**config.mk**
```make
export PLATFORM = sky130hd
export DESIGN_NAME = i2s_ws_ctrl
export DESIGN_NICKNAME = d
export VERILOG_FILES = /design/src/rtl/i2s_ws_ctrl.sv
export SDC_FILE = /design/constraint.sdc
export NUM_CORES = 1
export LEC_CHECK = 0
export CORE_MARGIN = 2
export CORE_UTILIZATION = 43
export DETAILED_ROUTE_END_ITERATION = 12
export PLACE_DENSITY = 0.81
export SKIP_LAST_GASP = 1
export SLEW_MARGIN = 25
export SYNTH_ARGS = -nofsm -noshare
export SYNTH_HDL_FRONTEND = slang
export SYNTH_SLANG_ARGS = --single-unit
```
**constraint.sdc**
```tcl
create_clock -name sck_i -period 2.2 [get_ports sck_i]
set_input_delay 0.22 -clock sck_i [delete_from_list [all_inputs] [get_ports sck_i]]
set_output_delay 0.22 -clock sck_i [all_outputs]
set_load 0.005 [all_outputs]
```
**src/rtl/i2s_ws_ctrl.sv**
```systemverilog
// Purpose : run/stop and frame-boundary config control for an I2S word-select generator.
// Latency : ws_en_o rises one sck_i cycle after cfg_en_i; config changes take effect at frame boundaries.
// Backpres: none; a second update before the first is applied overwrites it and sets upd_ovr_o.
//
// Ports:
//   sck_i, rstn_i                  serial clock (rising edge), async active-low reset
//   cfg_en_i                       run request (level)
//   cfg_update_i                   pulse: load cfg_data_size_i / cfg_word_num_i
//   cfg_data_size_i                bits per word minus 1
//   cfg_word_num_i                 words per frame minus 1 (8..15 clamp to 7)
//   cfg_clr_i                      pulse: clear upd_ovr_o
//   ws_en_o, ws_data_size_o,
//   ws_word_num_o                  enable and active config to the WS generator
//   frame_start_o                  high in the first bit cycle of every frame
//   busy_o                         update pending or stop draining
//   upd_ovr_o                      sticky: pending update was overwritten
//   frame_cnt_o                    completed frames (only with I2S_WS_CTRL_FRAME_CNT_EN)
//
// Build option: define I2S_WS_CTRL_FRAME_CNT_EN to include the completed-frame counter.

module i2s_ws_ctrl (
    input  logic        sck_i,
    input  logic        rstn_i,
    input  logic        cfg_en_i,
    input  logic        cfg_update_i,
    input  logic [4:0]  cfg_data_size_i,
    input  logic [3:0]  cfg_word_num_i,
    input  logic        cfg_clr_i,
    output logic        ws_en_o,
    output logic [4:0]  ws_data_size_o,
    output logic [3:0]  ws_word_num_o,
    output logic        frame_start_o,
    output logic        busy_o,
    output logic        upd_ovr_o,
    output logic [15:0] frame_cnt_o
);

    typedef enum logic [1:0] {
        ST_IDLE  = 2'd0,
        ST_RUN   = 2'd1,
        ST_DRAIN = 2'd2
    } state_e;

    state_e      state_q, state_d;
    logic [4:0]  ds_sh_q, ds_sh_d;
    logic [2:0]  wn_sh_q, wn_sh_d;
    logic [4:0]  ds_act_q, ds_act_d;
    logic [2:0]  wn_act_q, wn_act_d;
    logic        pend_q, pend_d;
    logic        ovr_q, ovr_d;
    logic [4:0]  bit_cnt_q, bit_cnt_d;
    logic [2:0]  word_cnt_q, word_cnt_d;

    logic        ws_en;
    logic        bit_last;
    logic        word_last;
    logic        last;
    logic        apply;
    logic        ovr_set;
    logic [2:0]  wn_clamped;

    // Word counts above 8 are not supported by the generator; saturate at 8 words.
    assign wn_clamped = cfg_word_num_i[3] ? 3'd7 : cfg_word_num_i[2:0];

    assign ws_en     = (state_q != ST_IDLE);
    assign bit_last  = (bit_cnt_q == ds_act_q);
    assign word_last = (word_cnt_q == wn_act_q);
    assign last      = ws_en && bit_last && word_last;
    assign apply     = last && pend_q;

    // State register and all config/counter flops.
    always_ff @(posedge sck_i or negedge rstn_i) begin
        if (!rstn_i) begin
            state_q    <= ST_IDLE;
            ds_sh_q    <= '0;
            wn_sh_q    <= '0;
            ds_act_q   <= '0;
            wn_act_q   <= '0;
            pend_q     <= 1'b0;
            ovr_q      <= 1'b0;
            bit_cnt_q  <= '0;
            word_cnt_q <= '0;
        end else begin
            state_q    <= state_d;
            ds_sh_q    <= ds_sh_d;
            wn_sh_q    <= wn_sh_d;
            ds_act_q   <= ds_act_d;
            wn_act_q   <= wn_act_d;
            pend_q     <= pend_d;
            ovr_q      <= ovr_d;
            bit_cnt_q  <= bit_cnt_d;
            word_cnt_q <= word_cnt_d;
        end
    end

    // Next-state logic. Stopping always waits for the frame to finish, so
    // every exit to IDLE happens on a last edge and the counters land on 0.
    always_comb begin
        state_d = state_q;
        case (state_q)
            ST_IDLE: begin
                if (cfg_en_i) state_d = ST_RUN;
            end
            ST_RUN: begin
                if (!cfg_en_i) state_d = last ? ST_IDLE : ST_DRAIN;
            end
            ST_DRAIN: begin
                if (cfg_en_i)  state_d = ST_RUN;
                else if (last) state_d = ST_IDLE;
            end
            default: state_d = ST_IDLE;
        endcase
    end

    // Mirror of the generator's bit/word counters, using the active config.
    always_comb begin
        bit_cnt_d  = bit_cnt_q;
        word_cnt_d = word_cnt_q;
        if (ws_en) begin
            if (bit_last) begin
                bit_cnt_d  = '0;
                word_cnt_d = word_last ? 3'd0 : word_cnt_q + 3'd1;
            end else begin
                bit_cnt_d  = bit_cnt_q + 5'd1;
            end
        end
    end

    // Shadow/active config. While idle nothing is framing, so an update goes
    // straight to the generator. While running, updates wait in the shadow
    // until the last bit of the current frame; the old shadow is applied
    // before a same-edge update overwrites it, so that update stays pending.
    always_comb begin
        ds_sh_d  = ds_sh_q;
        wn_sh_d  = wn_sh_q;
        ds_act_d = ds_act_q;
        wn_act_d = wn_act_q;
        pend_d   = pend_q;
        ovr_set  = 1'b0;
        if (state_q == ST_IDLE) begin
            if (cfg_update_i) begin
                ds_sh_d  = cfg_data_size_i;
                wn_sh_d  = wn_clamped;
                ds_act_d = cfg_data_size_i;
                wn_act_d = wn_clamped;
            end
        end else begin
            if (apply) begin
                ds_act_d = ds_sh_q;
                wn_act_d = wn_sh_q;
                pend_d   = 1'b0;
            end
            if (cfg_update_i) begin
                ds_sh_d = cfg_data_size_i;
                wn_sh_d = wn_clamped;
                pend_d  = 1'b1;
                if (pend_q && !apply) ovr_set = 1'b1;
            end
        end
        // A new overwrite takes priority over a clear on the same edge.
        ovr_d = ovr_set | (ovr_q & ~cfg_clr_i);
    end

`ifdef I2S_WS_CTRL_FRAME_CNT_EN
    logic [15:0] frame_cnt_q;

    always_ff @(posedge sck_i or negedge rstn_i) begin
        if (!rstn_i) begin
            frame_cnt_q <= '0;
        end else if (last) begin
            frame_cnt_q <= frame_cnt_q + 16'd1;
        end
    end

    assign frame_cnt_o = frame_cnt_q;
`else
    assign frame_cnt_o = '0;
`endif

    assign ws_en_o        = ws_en;
    assign ws_data_size_o = ds_act_q;
    assign ws_word_num_o  = {1'b0, wn_act_q};
    assign frame_start_o  = ws_en && (bit_cnt_q == 5'd0) && (word_cnt_q == 3'd0);
    assign busy_o         = pend_q || (state_q == ST_DRAIN);
    assign upd_ovr_o      = ovr_q;

endmodule

```
==> results of run 1 <==
==> area by class of cell <==
type / instances / area (um^2)
fillers: 287 / 1490
multi-input cells: 105 / 713
flip-flops and latches: 28 / 701
repair buffers: 34 / 318
well taps: 46 / 57.6
inverters: 15 / 56.3
clock inverters: 1 / 30.0
clock buffers: 3 / 22.5
==> flip-flops by register name (all words and copies together), names as in the netlist <==
name / flops
pend_q: 1
state_q: 2
wn_sh_q: 3
ws_data_size_o: 5
ds_sh_q: 5
bit_cnt_q: 5
upd_ovr_o: 1
word_cnt_q: 3
wn_act_q: 3
==> power groups by stage <==
stage | clock network, mW | registers, mW | logic [mW]
final | 0.340 | 0.804 | 0.858
after global routing | 0.382 | 0.828 | 0.962
after CTS | 0.354 | 0.806 | 0.821
after detailed placement | 0 | 0.816 | 0.815
after global placement | 0 | 0.806 | 0.791
after floorplan | 0 | 0.785 | 0.502
==> critical path: stages, from the launching register on <==
cell and delay (ns):
sky130_fd_sc_hd__dfrtp_1 0.49, sky130_fd_sc_hd__xor2_1 0.17, sky130_fd_sc_hd__a2111o_1 0.38, sky130_fd_sc_hd__or4_1 0.68
sky130_fd_sc_hd__o221a_1 0.31
==> synthesized netlist by cell type (3+ instances only) <==
library cell / count / share of area
sky130_fd_sc_hd__a21oi_1: 3 / 0.0097
sky130_fd_sc_hd__buf_4: 17 / 0.083
sky130_fd_sc_hd__clkbuf_1: 3 / 0.0073
sky130_fd_sc_hd__dfrtp_1: 28 / 0.45
sky130_fd_sc_hd__ha_1: 4 / 0.032
sky130_fd_sc_hd__inv_1: 13 / 0.032
sky130_fd_sc_hd__mux2_2: 5 / 0.036
sky130_fd_sc_hd__nand2_1: 10 / 0.024
sky130_fd_sc_hd__nand2b_1: 5 / 0.020
sky130_fd_sc_hd__nand3_1: 4 / 0.013
sky130_fd_sc_hd__nor2_1: 4 / 0.0097
sky130_fd_sc_hd__nor3_1: 5 / 0.016
sky130_fd_sc_hd__o21ai_0: 12 / 0.039
sky130_fd_sc_hd__o221a_1: 5 / 0.036
sky130_fd_sc_hd__o221ai_1: 4 / 0.023
sky130_fd_sc_hd__o22ai_1: 3 / 0.012
sky130_fd_sc_hd__xnor2_1: 5 / 0.028
==> logic make-up after synthesis <==
logic type                 after synthesis  share of synthesized area
DFF                                     28                      0.453
buffers and inverters                   36                      0.130
muxes                                    7                     0.0494
and+or+nand+nor                         35                      0.115
other                                    1                    0.00243
AOI/OAI and AO/OA                       35                      0.178
adders and majority gates                4                     0.0324
xor gates and xnor gates                 7                     0.0397
==> per-stage QoR <==
step | setup TNS [ns] | setup slack, ns | instances | hold WS, ns | utilization
after detailed placement | 0 | 0.0732 | 226 | 0.502 | 0.537
after CTS | 0 | 0.0517 | 230 | 0.235 | 0.555
after floorplan | 0 | 0.158 | 169 | -0.0756 | -
final | 0 | 0.0777 | 232 | 0.227 | 0.560
after global routing | -0.0593 | -0.0593 | 232 | 0.244 | 0.560
after global placement | 0 | 0.185 | 226 | 0.494 | 0.537
==> per-layer routing <==
metal	track usage	vias up	routed length, um
li1	-	569	-
met5	0	-	0
met1	0.214	564	1330
met4	0.0679	0	77
met3	0.0264	10	172
met2	0.270	51	1510
==> path summary, 6_finish.rpt <==
kind                                endpoint  slack, ns          from  depth (start not counted)
min                            word_cnt_q[1]       0.23        rstn_i                          2
min reg2reg                       ds_sh_q[0]       0.53    ds_sh_q[0]                          1
max                        ws_data_size_o[2]       0.08  bit_cnt_q[3]                          4
max reg2reg                ws_data_size_o[2]       0.08  bit_cnt_q[3]                          4
min in group sck_i                state_q[1]       0.43      cfg_en_i                          2
max in group asynchronous       bit_cnt_q[0]       1.69        rstn_i                          2
==> timing repair <==
action | CTS | global route
pin swaps | 0 | 1
hold endpoints to repair | 0 | 0
setup buffers | 0 | 2
setup endpoints to repair | 1 | 9
gates resized for setup | 1 | 1
==> flow_summary.rst, run 1 <==
.. list-table::
   :header-rows: 1

   * - Metric
     - Value
   * - GRT Util Overall
     - 0.164
   * - Area of all placed cells without fillers
     - 1900 um^2
   * - Run status
     - complete, no violations
   * - Slew of the pin with the lowest slew margin
     - 0.510 ns
   * - Clock root buffer
     - sky130_fd_sc_hd__clkbuf_4
   * - Hold buffer count at CTS
     - 0
   * - Setup violations, final
     - 0
   * - Per-instance average area after synthesis
     - 10.1 um^2
   * - Number of placement rows
     - 21
   * - Area of the core
     - 3390 um^2
   * - Detailed router's first-iteration violation count
     - 46
   * - Layout net count
     - 205
   * - TritonCTS sink count
     - 28
   * - Min-Delay Path Class
     - in2async
   * - Detailed-route vias per instance
     - 5.15
   * - Max Fanout on Critical Path
     - 8
   * - Synthesized netlist cell count
     - 153
   * - Final Power
     - 2.00 mW
   * - Remaining antenna violation count
     - 0
   * - Top achievable clock speed
     - 471 MHz
   * - P_sw
     - 0.727 mW
   * - Post-DR wirelength/cell
     - 13.3 um
   * - Wire length of the first global-routing pass
     - 5.27 mm
   * - Count of final max-slew check failures
     - 0
   * - Total die area
     - 4090 um^2
   * - Vert. Die Dim
     - 63.9 um
   * - Final hold violation count
     - 0
   * - Tightest slew margin relative to the limit
     - 0.659
   * - CTS tree
     - done
   * - Post-synthesis cell area
     - 1550 um^2
   * - Switching Fraction
     - 0.363
   * - Initial core utilization
     - 0.456
   * - Crit path DAT
     - 2.37 ns
   * - Power per standard cell area
     - 1050 nW/um^2
   * - Wirelength, routed
     - 3.09 mm
   * - Clock Path Buffers
     - 2
   * - Initial antenna violation count
     - 0
   * - Clock skew
     - 0.0109 ns
   * - Total grt overflow
     - 0
   * - Detailed placer's ending HPWL
     - 2.35 mm
   * - Number of global-route vias before repair
     - 1171
   * - Static Leakage
     - 0.819 nW
   * - Later-pin clock latency in the skew report
     - 0.34 ns
   * - Post-synth top flop
     - sky130_fd_sc_hd__dfrtp_1
   * - Number of diodes
     - 0
   * - Internal power contribution
     - 1.27 mW
   * - Yosys reg bits
     - 28
   * - Total via count in the routed design
     - 1194
   * - Most frequent cells in the layout
     - sky130_fd_sc_hd__dfrtp_1 (28), sky130_fd_sc_hd__clkdlybuf4s50_1 (25), sky130_fd_sc_hd__conb_1 (17)
   * - Sequential group share of total power
     - 0.402
   * - Number of optimization iterations in the first detailed-route pass
     - 4
   * - Most common cell after layout, fill and taps aside
     - sky130_fd_sc_hd__dfrtp_1
   * - Sort of element at the end of the critical path
     - register
   * - Number of distinct library cells after synthesis
     - 35
   * - Ports placed on the boundary
     - 43
   * - Final GP Congestion
     - 0.793
   * - Number of buffers added by the clock tree synthesis step
     - 3
   * - Critical path class
     - reg2reg
   * - Number of flops mapped to enable cells by yosys
     - 0
   * - Maxcap violations
     - 0
   * - FFs w/ async S/R, synth
     - 1.00
   * - Clock power share
     - 0.170
   * - Worst IR Drop VDD
     - 0.647 mV
   * - Synth-to-layout area growth
     - 22.8%
   * - Placed instance area
     - 1820 um^2
   * - Fraction of the yosys area taken by sequential cells
     - 0.453
   * - Die width
     - 63.9 um
   * - Share of final-layout standard cells stronger than drive strength 1
     - 0.118
   * - Launching element type of the critical path
     - register
   * - Number of H-tree levels
     - 1
   * - Largest net degree at the start of global routing
     - 29
   * - Final critical-path share of the clock period
     - 0.965
   * - Unrepaired setup endpoints after global routing
     - yes
   * - Yosys synthesis warning count
     - 0
   * - CP required
     - 2.44 ns
   * - Share of power burned in combinational logic
     - 0.429
   * - Post-layout minimum cycle time
     - 2.12 ns
   * - Port Buf Inserts
     - 25
   * - Clock slew at reported path FFs
     - 0.16 ns
   * - Drc violations
     - 0
Note: power is estimated with default switching activity, not from simulation.
==> run 2: changes to the inputs <==
--- a/config.mk
+++ b/config.mk
@@ -6,9 +6,9 @@
 export NUM_CORES = 1
 export LEC_CHECK = 0
 export CORE_MARGIN = 2
-export CORE_UTILIZATION = 43
+export CORE_UTILIZATION = 50
 export DETAILED_ROUTE_END_ITERATION = 12
-export PLACE_DENSITY = 0.81
+export PLACE_DENSITY = 0.88
 export SKIP_LAST_GASP = 1
 export SLEW_MARGIN = 25
 export SYNTH_ARGS = -nofsm -noshare
==> constraint.sdc (replaced) <==
create_clock -name sck_i -period 2.55 [get_ports sck_i]
set_input_delay 0.255 -clock sck_i [delete_from_list [all_inputs] [get_ports sck_i]]
set_output_delay 0.255 -clock sck_i [all_outputs]
set_load 0.005 [all_outputs]
==> run 2 against run 1 <==
  * Clock skew shrank 0.0056 ns
  * Clock-buffer cell count is the same
  * First-iteration DRC count fell by 24%
  * Cell count fell by 7.8%
  * Largest power group is now registers
  * Non-clock buffer count down 4
  * Clock power is 47% lower
  * Combinational power down 23%
  * Register-to-register slack better by 0.37 ns
  * Utilization up 4.4 points
==> flow_summary.rst, run 2 (synthesis gave the netlist of run 1 again) <==
.. list-table::
   :header-rows: 1

   * - Metric
     - Value
   * - Maxcap violations
     - 0
   * - Number of H-tree levels
     - 1
   * - Remaining antenna violation count
     - 0
   * - Largest net degree at the start of global routing
     - 29
   * - Static Leakage
     - 0.796 nW
   * - Final critical-path share of the clock period
     - 0.865
   * - Internal power contribution
     - 0.955 mW
   * - Number of diodes
     - 0
   * - Share of final-layout standard cells stronger than drive strength 1
     - 0.0829
   * - Later-pin clock latency in the skew report
     - 0.33 ns
   * - Switching Fraction
     - 0.381
   * - Initial antenna violation count
     - 0
   * - Hold buffer count at CTS
     - 0
   * - Placed instance area
     - 1790 um^2
   * - GRT Util Overall
     - 0.182
   * - CTS tree
     - done
   * - Run status
     - complete, no violations
   * - Met2 Resource Use GR
     - 0.314
   * - Most common cell after layout, fill and taps aside
     - sky130_fd_sc_hd__dfrtp_1
   * - Number of buffers added by the clock tree synthesis step
     - 3
   * - Layout net count
     - 201
   * - Post-layout minimum cycle time
     - 2.21 ns
   * - Total grt overflow
     - 0
   * - Share of power burned in combinational logic
     - 0.431
   * - Launching element type of the critical path
     - register
   * - Setup violations, final
     - 0
   * - Synth-to-layout area growth
     - 17.3%
   * - Power per standard cell area
     - 851 nW/um^2
   * - Clock Path Buffers
     - 2
   * - Min-Delay Path Class
     - in2async
   * - Final GP Congestion
     - 0.874
   * - Post-DR wirelength/cell
     - 14.0 um
   * - P_sw
     - 0.587 mW
   * - CP required
     - 2.30 ns
   * - Number of placement rows
     - 20
   * - Wirelength, routed
     - 2.99 mm
   * - Final hold violation count
     - 0
   * - Most congested layer reported by global routing
     - met2
   * - Most frequent cells in the layout
     - sky130_fd_sc_hd__dfrtp_1 (28), sky130_fd_sc_hd__clkdlybuf4s50_1 (25), sky130_fd_sc_hd__conb_1 (17)
   * - Sort of element at the end of the critical path
     - output port
   * - Die width
     - 59.6 um
   * - Port Buf Inserts
     - 25
   * - Clock power share
     - 0.117
   * - TritonCTS sink count
     - 28
   * - Slew of the pin with the lowest slew margin
     - 0.523 ns
   * - Number of optimization iterations in the first detailed-route pass
     - 4
   * - Initial core utilization
     - 0.515
   * - Area of all placed cells without fillers
     - 1810 um^2
   * - Clock root buffer
     - sky130_fd_sc_hd__clkbuf_4
   * - Worst IR Drop VDD
     - 0.489 mV
   * - Tightest slew margin relative to the limit
     - 0.650
   * - Number of global-route vias before repair
     - 1105
   * - Drc violations
     - 0
   * - Final Power
     - 1.54 mW
   * - Quantity of gates resized following cts
     - 0
   * - Vert. Die Dim
     - 59.6 um
   * - Area of the core
     - 3000 um^2
   * - Global Route met3 Usage
     - 0.0328
   * - Worst hold margin
     - 0.287 ns
   * - Detailed-route vias per instance
     - 5.48
   * - Unrepaired setup endpoints after global routing
     - no
   * - Detailed placer's ending HPWL
     - 2.30 mm
   * - Critical path class
     - reg2out
   * - Clock skew
     - 0.00525 ns
   * - Clock slew at reported path FFs
     - 0.14 ns
   * - Total via count in the routed design
     - 1173
   * - Setup Fix Bufs, Post-CTS
     - 0
   * - Wire length of the first global-routing pass
     - 4.84 mm
   * - Sequential group share of total power
     - 0.452
   * - Count of final max-slew check failures
     - 0
   * - Max Fanout on Critical Path
     - 4
   * - Detailed router's first-iteration violation count
     - 35
   * - Top achievable clock speed
     - 453 MHz
   * - Total die area
     - 3550 um^2
   * - Ports placed on the boundary
     - 43
   * - Met1 Track Usage GR
     - 0.226
   * - Crit path DAT
     - 1.95 ns
   * - Setup TNS Final
     - 0 ns
[run 2: changes by cell type in the layout (fill, tap and decap cells not counted)]
cell,before,now
sky130_fd_sc_hd__buf_4,9,5
sky130_fd_sc_hd__nor2_1,3,4
sky130_fd_sc_hd__nor4_2,1,0
sky130_fd_sc_hd__bufinv_16,1,0
sky130_fd_sc_hd__nor4_1,0,1
sky130_fd_sc_hd__nor2_2,1,0
[run 2: per-stage QoR]
| stage | cells | setup slack [ns] | util |
|---|---|---|---|
| 6_report | 214 | 0.345 | 0.604 |
| 5_1_grt | 214 | 0.277 | 0.604 |
| 4_1_cts | 214 | 0.359 | 0.604 |
| 3_5_place_dp | 211 | 0.499 | 0.596 |
| 3_3_place_gp | 211 | 0.554 | 0.596 |
| 2_1_floorplan | 169 | 0.508 | - |
[run 2: worst max-delay path, stage by stage (launching register included)]
cell and delay, ns:
sky130_fd_sc_hd__dfrtp_1 0.45, sky130_fd_sc_hd__inv_1 0.14, sky130_fd_sc_hd__ha_1 0.16, sky130_fd_sc_hd__nand4b_1 0.10, sky130_fd_sc_hd__nor4_1 0.22, sky130_fd_sc_hd__clkdlybuf4s50_1 0.56
[run 2: final timing paths]
path | start | end | slack (ns) | cells after the start
worst min register to register | ds_sh_q[0] | ds_sh_q[0] | 0.53 | 1
worst max-delay path | bit_cnt_q[0] | frame_start_o | 0.34 | 5
max in group asynchronous | rstn_i | wn_sh_q[2] | 1.99 | 2
worst max register to register | bit_cnt_q[3] | ws_data_size_o[4] | 0.45 | 4
worst min-delay path | rstn_i | bit_cnt_q[4] | 0.29 | 2
min in group sck_i | cfg_clr_i | upd_ovr_o | 0.48 | 2
[run 2: layer usage]
metal	vias up	wire length, um
li1	555	-
met1	579	1280
met2	33	1530
met3	6	125
met4	0	49
met5	-	0
[run 2: area by class of cell]
type | count | area, um^2
Fill cell | 257 | 1190
Multi-Input combinational cell | 105 | 704
Sequential cell | 28 | 701
Timing Repair Buffer | 30 | 288
Inverter | 15 | 56.3
Tap cell | 33 | 41.3
Clock buffer | 3 | 22.5
[run 2: power by group through the flow]
stage / registers, mW / logic, mW / clock network (mW)
global route: 0.720 / 0.744 / 0.199
detailed placement: 0.708 / 0.663 / 0
CTS: 0.698 / 0.667 / 0.186
floorplan: 0.678 / 0.433 / 0
global placement: 0.698 / 0.635 / 0
finish: 0.698 / 0.664 / 0.181
